--- config.mk ---
export PLATFORM = sky130hd
export DESIGN_NAME = bus_arbiter
export DESIGN_NICKNAME = d
export VERILOG_FILES = /design/src/rtl/bus_pkg.sv /design/src/rtl/bus_arbiter_rr_pick.sv /design/src/rtl/bus_arbiter.sv
export SDC_FILE = /design/constraint.sdc
export NUM_CORES = 1
export LEC_CHECK = 0
export CAP_MARGIN = 10
export CORE_MARGIN = 10
export CORE_UTILIZATION = 37
export DETAILED_ROUTE_END_ITERATION = 8
export GPL_TIMING_DRIVEN = 0
export PLACE_DENSITY = 0.8
export SYNTH_ARGS = -nofsm -noshare
export SYNTH_HDL_FRONTEND = slang
export SYNTH_HIERARCHICAL = 1
export SYNTH_SLANG_ARGS = --single-unit
--- constraint.sdc ---
create_clock -name clk -period 1.72 [get_ports clk]
set_input_delay 0.258 -clock clk [delete_from_list [all_inputs] [get_ports clk]]
set_output_delay 0.258 -clock clk [all_outputs]
set_load 0.05 [all_outputs]
--- src/rtl/bus_pkg.sv ---
// Shared bus definitions for the arbiter: default widths, sequencer states and
// the slave phase encoding.
package bus_pkg;

    localparam int BUS_ADDR_W = 4;
    localparam int BUS_DATA_W = 5;

    typedef enum logic [1:0] {
        IDLE       = 2'd0,
        ADDR_PHASE = 2'd1,
        DATA_PHASE = 2'd2
    } bus_state_e;

    localparam logic PH_ADDR = 1'b0;
    localparam logic PH_DATA = 1'b1;

endpackage

--- src/rtl/bus_arbiter_rr_pick.sv ---
// Combinational round-robin picker: first set request at or after ptr,
// wrapping to index 0, returned both one-hot and as an index.
module rr_pick #(
    parameter int NUM_MASTERS = 2,
    parameter int PTR_W       = (NUM_MASTERS > 1) ? $clog2(NUM_MASTERS) : 1
) (
    input  logic [NUM_MASTERS-1:0] req,
    input  logic [PTR_W-1:0]       ptr,
    output logic [NUM_MASTERS-1:0] gnt,
    output logic [PTR_W-1:0]       index
);

    logic found_s;
    logic hit_s;

    // Two passes: upper segment from ptr first, then the wrapped lower segment.
    always_comb begin
        gnt     = '0;
        index   = '0;
        found_s = 1'b0;
        hit_s   = 1'b0;
        for (int k = 0; k < NUM_MASTERS; k++) begin
            hit_s   = !found_s && req[k] && (k >= int'(ptr));
            gnt[k]  = gnt[k] | hit_s;
            index   = hit_s ? PTR_W'(k) : index;
            found_s = found_s | hit_s;
        end
        for (int k = 0; k < NUM_MASTERS; k++) begin
            hit_s   = !found_s && req[k] && (k < int'(ptr));
            gnt[k]  = gnt[k] | hit_s;
            index   = hit_s ? PTR_W'(k) : index;
            found_s = found_s | hit_s;
        end
    end

endmodule

--- src/rtl/bus_arbiter.sv ---
// Round-robin bus arbiter: grants one master, replays its request to the slave
// as an address phase then a data phase, and returns completion and read data.
module bus_arbiter
    import bus_pkg::*;
#(
    parameter int NUM_MASTERS = 2,
    parameter int ADDR_W      = bus_pkg::BUS_ADDR_W,
    parameter int DATA_W      = bus_pkg::BUS_DATA_W
) (
    input  logic                          clk,
    input  logic                          reset_n,
    input  logic [NUM_MASTERS-1:0]        m_valid,
    input  logic [NUM_MASTERS*ADDR_W-1:0] m_addr,
    input  logic [NUM_MASTERS*DATA_W-1:0] m_wdata,
    input  logic [NUM_MASTERS-1:0]        m_write,
    output logic [NUM_MASTERS-1:0]        m_ready,
    output logic [DATA_W-1:0]             m_rdata,
    output logic                          s_valid,
    output logic                          s_phase,
    output logic [ADDR_W-1:0]             s_addr,
    output logic [DATA_W-1:0]             s_wdata,
    output logic                          s_write,
    input  logic                          s_ready,
    input  logic [DATA_W-1:0]             s_rdata,
    output logic [NUM_MASTERS-1:0]        grant,
    output logic                          busy
);

    localparam int PTR_W = (NUM_MASTERS > 1) ? $clog2(NUM_MASTERS) : 1;

    bus_state_e               state_r, state_s;
    logic [PTR_W-1:0]         rr_ptr_r, rr_ptr_s;
    logic [PTR_W-1:0]         win_idx_r, win_idx_s;
    logic [NUM_MASTERS-1:0]   grant_r, grant_s;
    logic [NUM_MASTERS-1:0]   m_ready_r, m_ready_s;
    logic [DATA_W-1:0]        m_rdata_r, m_rdata_s;
    logic                     s_valid_r, s_valid_s;
    logic                     s_phase_r, s_phase_s;
    logic [ADDR_W-1:0]        s_addr_r, s_addr_s;
    logic [DATA_W-1:0]        s_wdata_r, s_wdata_s;
    logic                     s_write_r, s_write_s;
    logic                     busy_r, busy_s;

    logic [NUM_MASTERS-1:0]   pick_gnt_s;
    logic [PTR_W-1:0]         pick_idx_s;
    logic [ADDR_W-1:0]        addr_sel_s;
    logic [DATA_W-1:0]        wdata_sel_s;
    logic                     write_sel_s;

    // A master still showing its completion pulse is not eligible this cycle.
    rr_pick #(
        .NUM_MASTERS (NUM_MASTERS),
        .PTR_W       (PTR_W)
    ) u_pick (
        .req   (m_valid & ~m_ready_r),
        .ptr   (rr_ptr_r),
        .gnt   (pick_gnt_s),
        .index (pick_idx_s)
    );

    // One-hot AND-OR mux of the picked master's payload.
    always_comb begin
        addr_sel_s  = '0;
        wdata_sel_s = '0;
        write_sel_s = 1'b0;
        for (int i = 0; i < NUM_MASTERS; i++) begin
            addr_sel_s  = addr_sel_s  | ({ADDR_W{pick_gnt_s[i]}} & m_addr[i*ADDR_W +: ADDR_W]);
            wdata_sel_s = wdata_sel_s | ({DATA_W{pick_gnt_s[i]}} & m_wdata[i*DATA_W +: DATA_W]);
            write_sel_s = write_sel_s | (pick_gnt_s[i] & m_write[i]);
        end
    end

    // Next-state and next-output logic; every output is registered below.
    always_comb begin
        state_s   = state_r;
        rr_ptr_s  = rr_ptr_r;
        win_idx_s = win_idx_r;
        grant_s   = grant_r;
        m_ready_s = '0;
        m_rdata_s = m_rdata_r;
        s_valid_s = s_valid_r;
        s_phase_s = s_phase_r;
        s_addr_s  = s_addr_r;
        s_wdata_s = s_wdata_r;
        s_write_s = s_write_r;
        busy_s    = busy_r;
        case (state_r)
            IDLE: begin
                if (|pick_gnt_s) begin
                    state_s   = ADDR_PHASE;
                    grant_s   = pick_gnt_s;
                    win_idx_s = pick_idx_s;
                    s_addr_s  = addr_sel_s;
                    s_wdata_s = wdata_sel_s;
                    s_write_s = write_sel_s;
                    s_valid_s = 1'b1;
                    s_phase_s = PH_ADDR;
                    busy_s    = 1'b1;
                end else begin
                    state_s = IDLE;
                end
            end
            ADDR_PHASE: begin
                if (s_ready) begin
                    state_s   = DATA_PHASE;
                    s_phase_s = PH_DATA;
                end else begin
                    state_s = ADDR_PHASE;
                end
            end
            DATA_PHASE: begin
                if (s_ready) begin
                    state_s   = IDLE;
                    m_rdata_s = s_rdata;
                    m_ready_s = grant_r;
                    rr_ptr_s  = (win_idx_r == PTR_W'(NUM_MASTERS - 1)) ? '0 : win_idx_r + PTR_W'(1);
                    grant_s   = '0;
                    s_valid_s = 1'b0;
                    s_phase_s = PH_ADDR;
                    busy_s    = 1'b0;
                end else begin
                    state_s = DATA_PHASE;
                end
            end
            default: begin
                state_s   = IDLE;
                grant_s   = '0;
                s_valid_s = 1'b0;
                s_phase_s = PH_ADDR;
                busy_s    = 1'b0;
            end
        endcase
    end

    // State, pointer, payload and output registers.
    always_ff @(posedge clk or negedge reset_n) begin
        if (!reset_n) begin
            state_r   <= IDLE;
            rr_ptr_r  <= '0;
            win_idx_r <= '0;
            grant_r   <= '0;
            m_ready_r <= '0;
            m_rdata_r <= '0;
            s_valid_r <= 1'b0;
            s_phase_r <= PH_ADDR;
            s_addr_r  <= '0;
            s_wdata_r <= '0;
            s_write_r <= 1'b0;
            busy_r    <= 1'b0;
        end else begin
            state_r   <= state_s;
            rr_ptr_r  <= rr_ptr_s;
            win_idx_r <= win_idx_s;
            grant_r   <= grant_s;
            m_ready_r <= m_ready_s;
            m_rdata_r <= m_rdata_s;
            s_valid_r <= s_valid_s;
            s_phase_r <= s_phase_s;
            s_addr_r  <= s_addr_s;
            s_wdata_r <= s_wdata_s;
            s_write_r <= s_write_s;
            busy_r    <= busy_s;
        end
    end

    assign m_ready = m_ready_r;
    assign m_rdata = m_rdata_r;
    assign s_valid = s_valid_r;
    assign s_phase = s_phase_r;
    assign s_addr  = s_addr_r;
    assign s_wdata = s_wdata_r;
    assign s_write = s_write_r;
    assign grant   = grant_r;
    assign busy    = busy_r;

endmodule

==> results.md <==
- Xor/xnor cell area share of the yosys netlist: 0%
- Ys Warns: 6
- Sink Count: 25
- Pin count of the biggest net entering global routing: 26
- Die area: between 5000 and 6000 um2
- Worst slew pin tran: a little over 500 ps
- Met2 Usage GRT: between 15 and 20%
- First drt pass iteration count: 4
- Post-Syn Area per Cell: between 10 and 15 um2
- Peak supply drop: roughly 0.80 mV
- Slew Limit Fails: 0
- CTS buffer count: 3
- Max stage delay on crit path: approximately 450 ps
- Cell area after layout: ~1800 um2
- Initial Utilization: about two fifths
- Largest cells by area after synthesis: dfrtp_1, mux2_4, mux2_2, a22o_1, nand2b_1
- Row cnt: 20
- Yosys top cell area share: a little over half
- Gr usage total: a little over a tenth
- DP Area: ~1800 um2
- CTS tree: yes
- Hold Vio Cnt, Final: 0
- Final antenna-violating net count: 0
- Tcrit/Tclk final: ~100%
- Vias: ~930
- Synth Instances: between 90 and 100
- Register area share after synthesis: a little over half
- Finish-stage setup viols: 0
- Total Routed Length: approximately 3.1 mm
- RD Place Congestion: roughly 0.7
- Fin Clk Skew: roughly 3.8 ps
- Register clock-pin slew on the reported worst setup and hold paths: around 140 ps
- Layout cells sized above 1: a little over a quarter
- Crit path DAT: roughly 1900 ps
- Mux contribution to synthesized area: between 10% and 20%
- Syn Nets: approximately 120
- Met3 Use GR: under 10%
- Worst rel slew slack: about two thirds
- GRT met1 Usage: 11.9%
- Max-Cap Viols: 0
- Crit path max fanout: 10
- H-tree depth: 1
- Seq cells post-synth: 25
- Initial antenna violation count: 0
- Hold Crit Class: in2async
- Run status: finished clean
- Most congested layer reported by global routing: met2
- Core area: 3050 um2
- IO Count: 52
- Synth cell types: 25
- Worst Path Required: about 1900 ps
- CTS Buffer Depth: 2
- Grt ovf: 0
- Largest area contributor in the netlist: dfrtp_1
- Fmax: 598 MHz
- DR DRC count: 0
- Synth Cell Area: approximately 1200 um2
- Minimum clock period: around 1700 ps
- Sum Neg Setup Slack: 0 ps
- Pwr dens: 1850 nW/um2
- Vias in the first global route: roughly 1000
- Die Y: around 77 um
- Critical Path, Cell by Cell: nor2b_4 -> a21boi_4 -> o21bai_4 -> nor2_4 -> buf_12 -> mux2_4
- DR WL/cell: 16.0 um
- Startpoint types: flip-flop
- HPWL after detailed placement: 2.45 mm
- First-pass GRT wire length: roughly 5 mm
- Die width: 76.6 um
- Drt via density: between 4 and 5
- Ant diodes: 0
- Leakage: a little under 0.0009 uW
- Layout Area Growth over Synthesis: 54.9%
- Hold buffer count at CTS: 0
- Complex-gate fraction of the synthesized area: 16.4%
- Largest family of logic cells by synthesized area: multiplexers
- RSZ-0062 raised after global routing: yes
- Post-Synth Adder-Cell Area: 0%
- Simple-gate share of the synthesized area: a little under a tenth
- Final nets: 180
- Worst-Skew Late Latency: about 320 ps
- Slowest library cell on the worst path: dfrtp_2
- CP Class: reg2reg
- Iteration-0 DRC count of the detailed router: 72
- CTS Root Cell: clkbuf_4
- Setup crit end kind: flip-flop
- Input/output buffers: 50
power by group:
group | leakage [uW] | internal, uW | switching [uW]
Combinational | 0.000549 | 828 | 1270
Sequential | 0.000307 | 850 | 177
Clock | 0.0000177 | 87.0 | 181
metrics by stage:
stage | utilization (%) | cells | hold slack (ps) | power [uW] | setup slack, ps
2_1_floorplan | - | 91 | -37.6 | 2560 | 0.198
3_3_place_gp | 58.2 | 185 | 454 | 3210 | -292
3_5_place_dp | 58.2 | 185 | 475 | 3260 | -322
4_1_cts | 58.4 | 189 | 211 | 3360 | 6.75
5_1_grt | 60.2 | 193 | 169 | 3570 | -13.5
6_report | 60.2 | 193 | 160 | 3400 | 47.4
area by class of cell:
cell class	count	area (um2)
fillers	261	1220
clock buffers	3	22.5
flip-flops and latches	25	628
clock inverters	1	5.00
well taps	44	55.1
inverters	3	11.3
plain buffers	6	47.5
repair buffers	54	520
multi-input cells	57	547
cell usage in the layout, fill, tap and decap left out:
cell type / n
buf_2: 2
clkbuf_16: 1
clkbuf_4: 3
nor2_4: 1
o21bai_4: 1
mux2_4: 8
clkinv_2: 1
a22o_1: 10
nand3_1: 1
mux2_2: 8
nand3b_2: 1
nor2b_4: 2
buf_12: 1
nand3b_1: 2
buf_4: 4
o22ai_1: 1
o221ai_1: 2
dfrtp_1: 23
a21boi_4: 2
clkbuf_2: 2
a21boi_1: 1
nand2b_1: 5
nand2_1: 2
clkdlybuf4s50_1: 28
o21ai_0: 3
dfrtp_2: 2
nor2_1: 4
inv_1: 3
dlygate4sd2_1: 22
a21o_1: 2
a21boi_0: 1
final timing paths:
path | from | slack (ps) | cells past startpoint | endpoint
setup / recovery | m_ready[0] | 50 | 6 | s_addr[1]
hold / removal | reset_n | 160 | 1 | grant[0]
setup reg to reg | m_ready[0] | 50 | 6 | s_addr[1]
hold reg to reg | win_idx_r | 490 | 1 | rr_ptr_r
max in group asynchronous | reset_n | 1120 | 2 | m_ready[0]
min in group clk | s_ready | 220 | 2 | state_r[1]
registers in the layout, summed over array words and instances (netlist names):
signal and flops:
busy 1, m_rdata 5, rr_ptr_r 1, win_idx_r 1, s_phase 1, s_write 1
m_ready 2, s_addr 4, grant 2, s_wdata 5, state_r 2
layer usage:
layer	up-vias	share of wire [%]
li1	445	-
met1	448	43
met2	34	49
met3	2	6.6
met4	0	1.1
met5	-	0
critical path: cells and delay by family (launching register included):
kind            cells  cell delay (ps)
compound gates      2              340
buf+inv             1              160
mux                 1              300
simple gates        2              340
flops               1              450
Yosys cell counts:
library cell	number
nand2b_1	5
a21boi_2	1
nand3b_2	1
a22o_1	10
a21boi_1	2
o221ai_1	2
inv_1	3
nor2b_1	2
clkbuf_1	2
a21o_1	2
o21ai_0	3
nor2_1	4
nand2_1	2
nor2_4	1
buf_2	2
nand3_1	1
o21bai_4	1
a21boi_0	1
o22ai_1	1
mux2_4	8
nand3b_1	2
buf_4	1
mux2_2	8
dfrtp_1	25
buf_6	1
logic make-up (layout without fill, tap and decap cells):
logic type	Yosys count	count (layout)
muxes	16	16
and+or+nand+nor	18	18
AOI/OAI and AO/OA	23	23
buffers and inverters	9	67
DFF	25	25
repair_timing:
item,4_1_cts,5_1_grt
pin swaps,0,1
buffers inserted,0,3
endpoints found under the setup margin,26,11
endpoints found under the hold margin,0,0
resized for setup,23,5
cloned,0,0
Note: power is estimated with default switching activity, not from simulation.
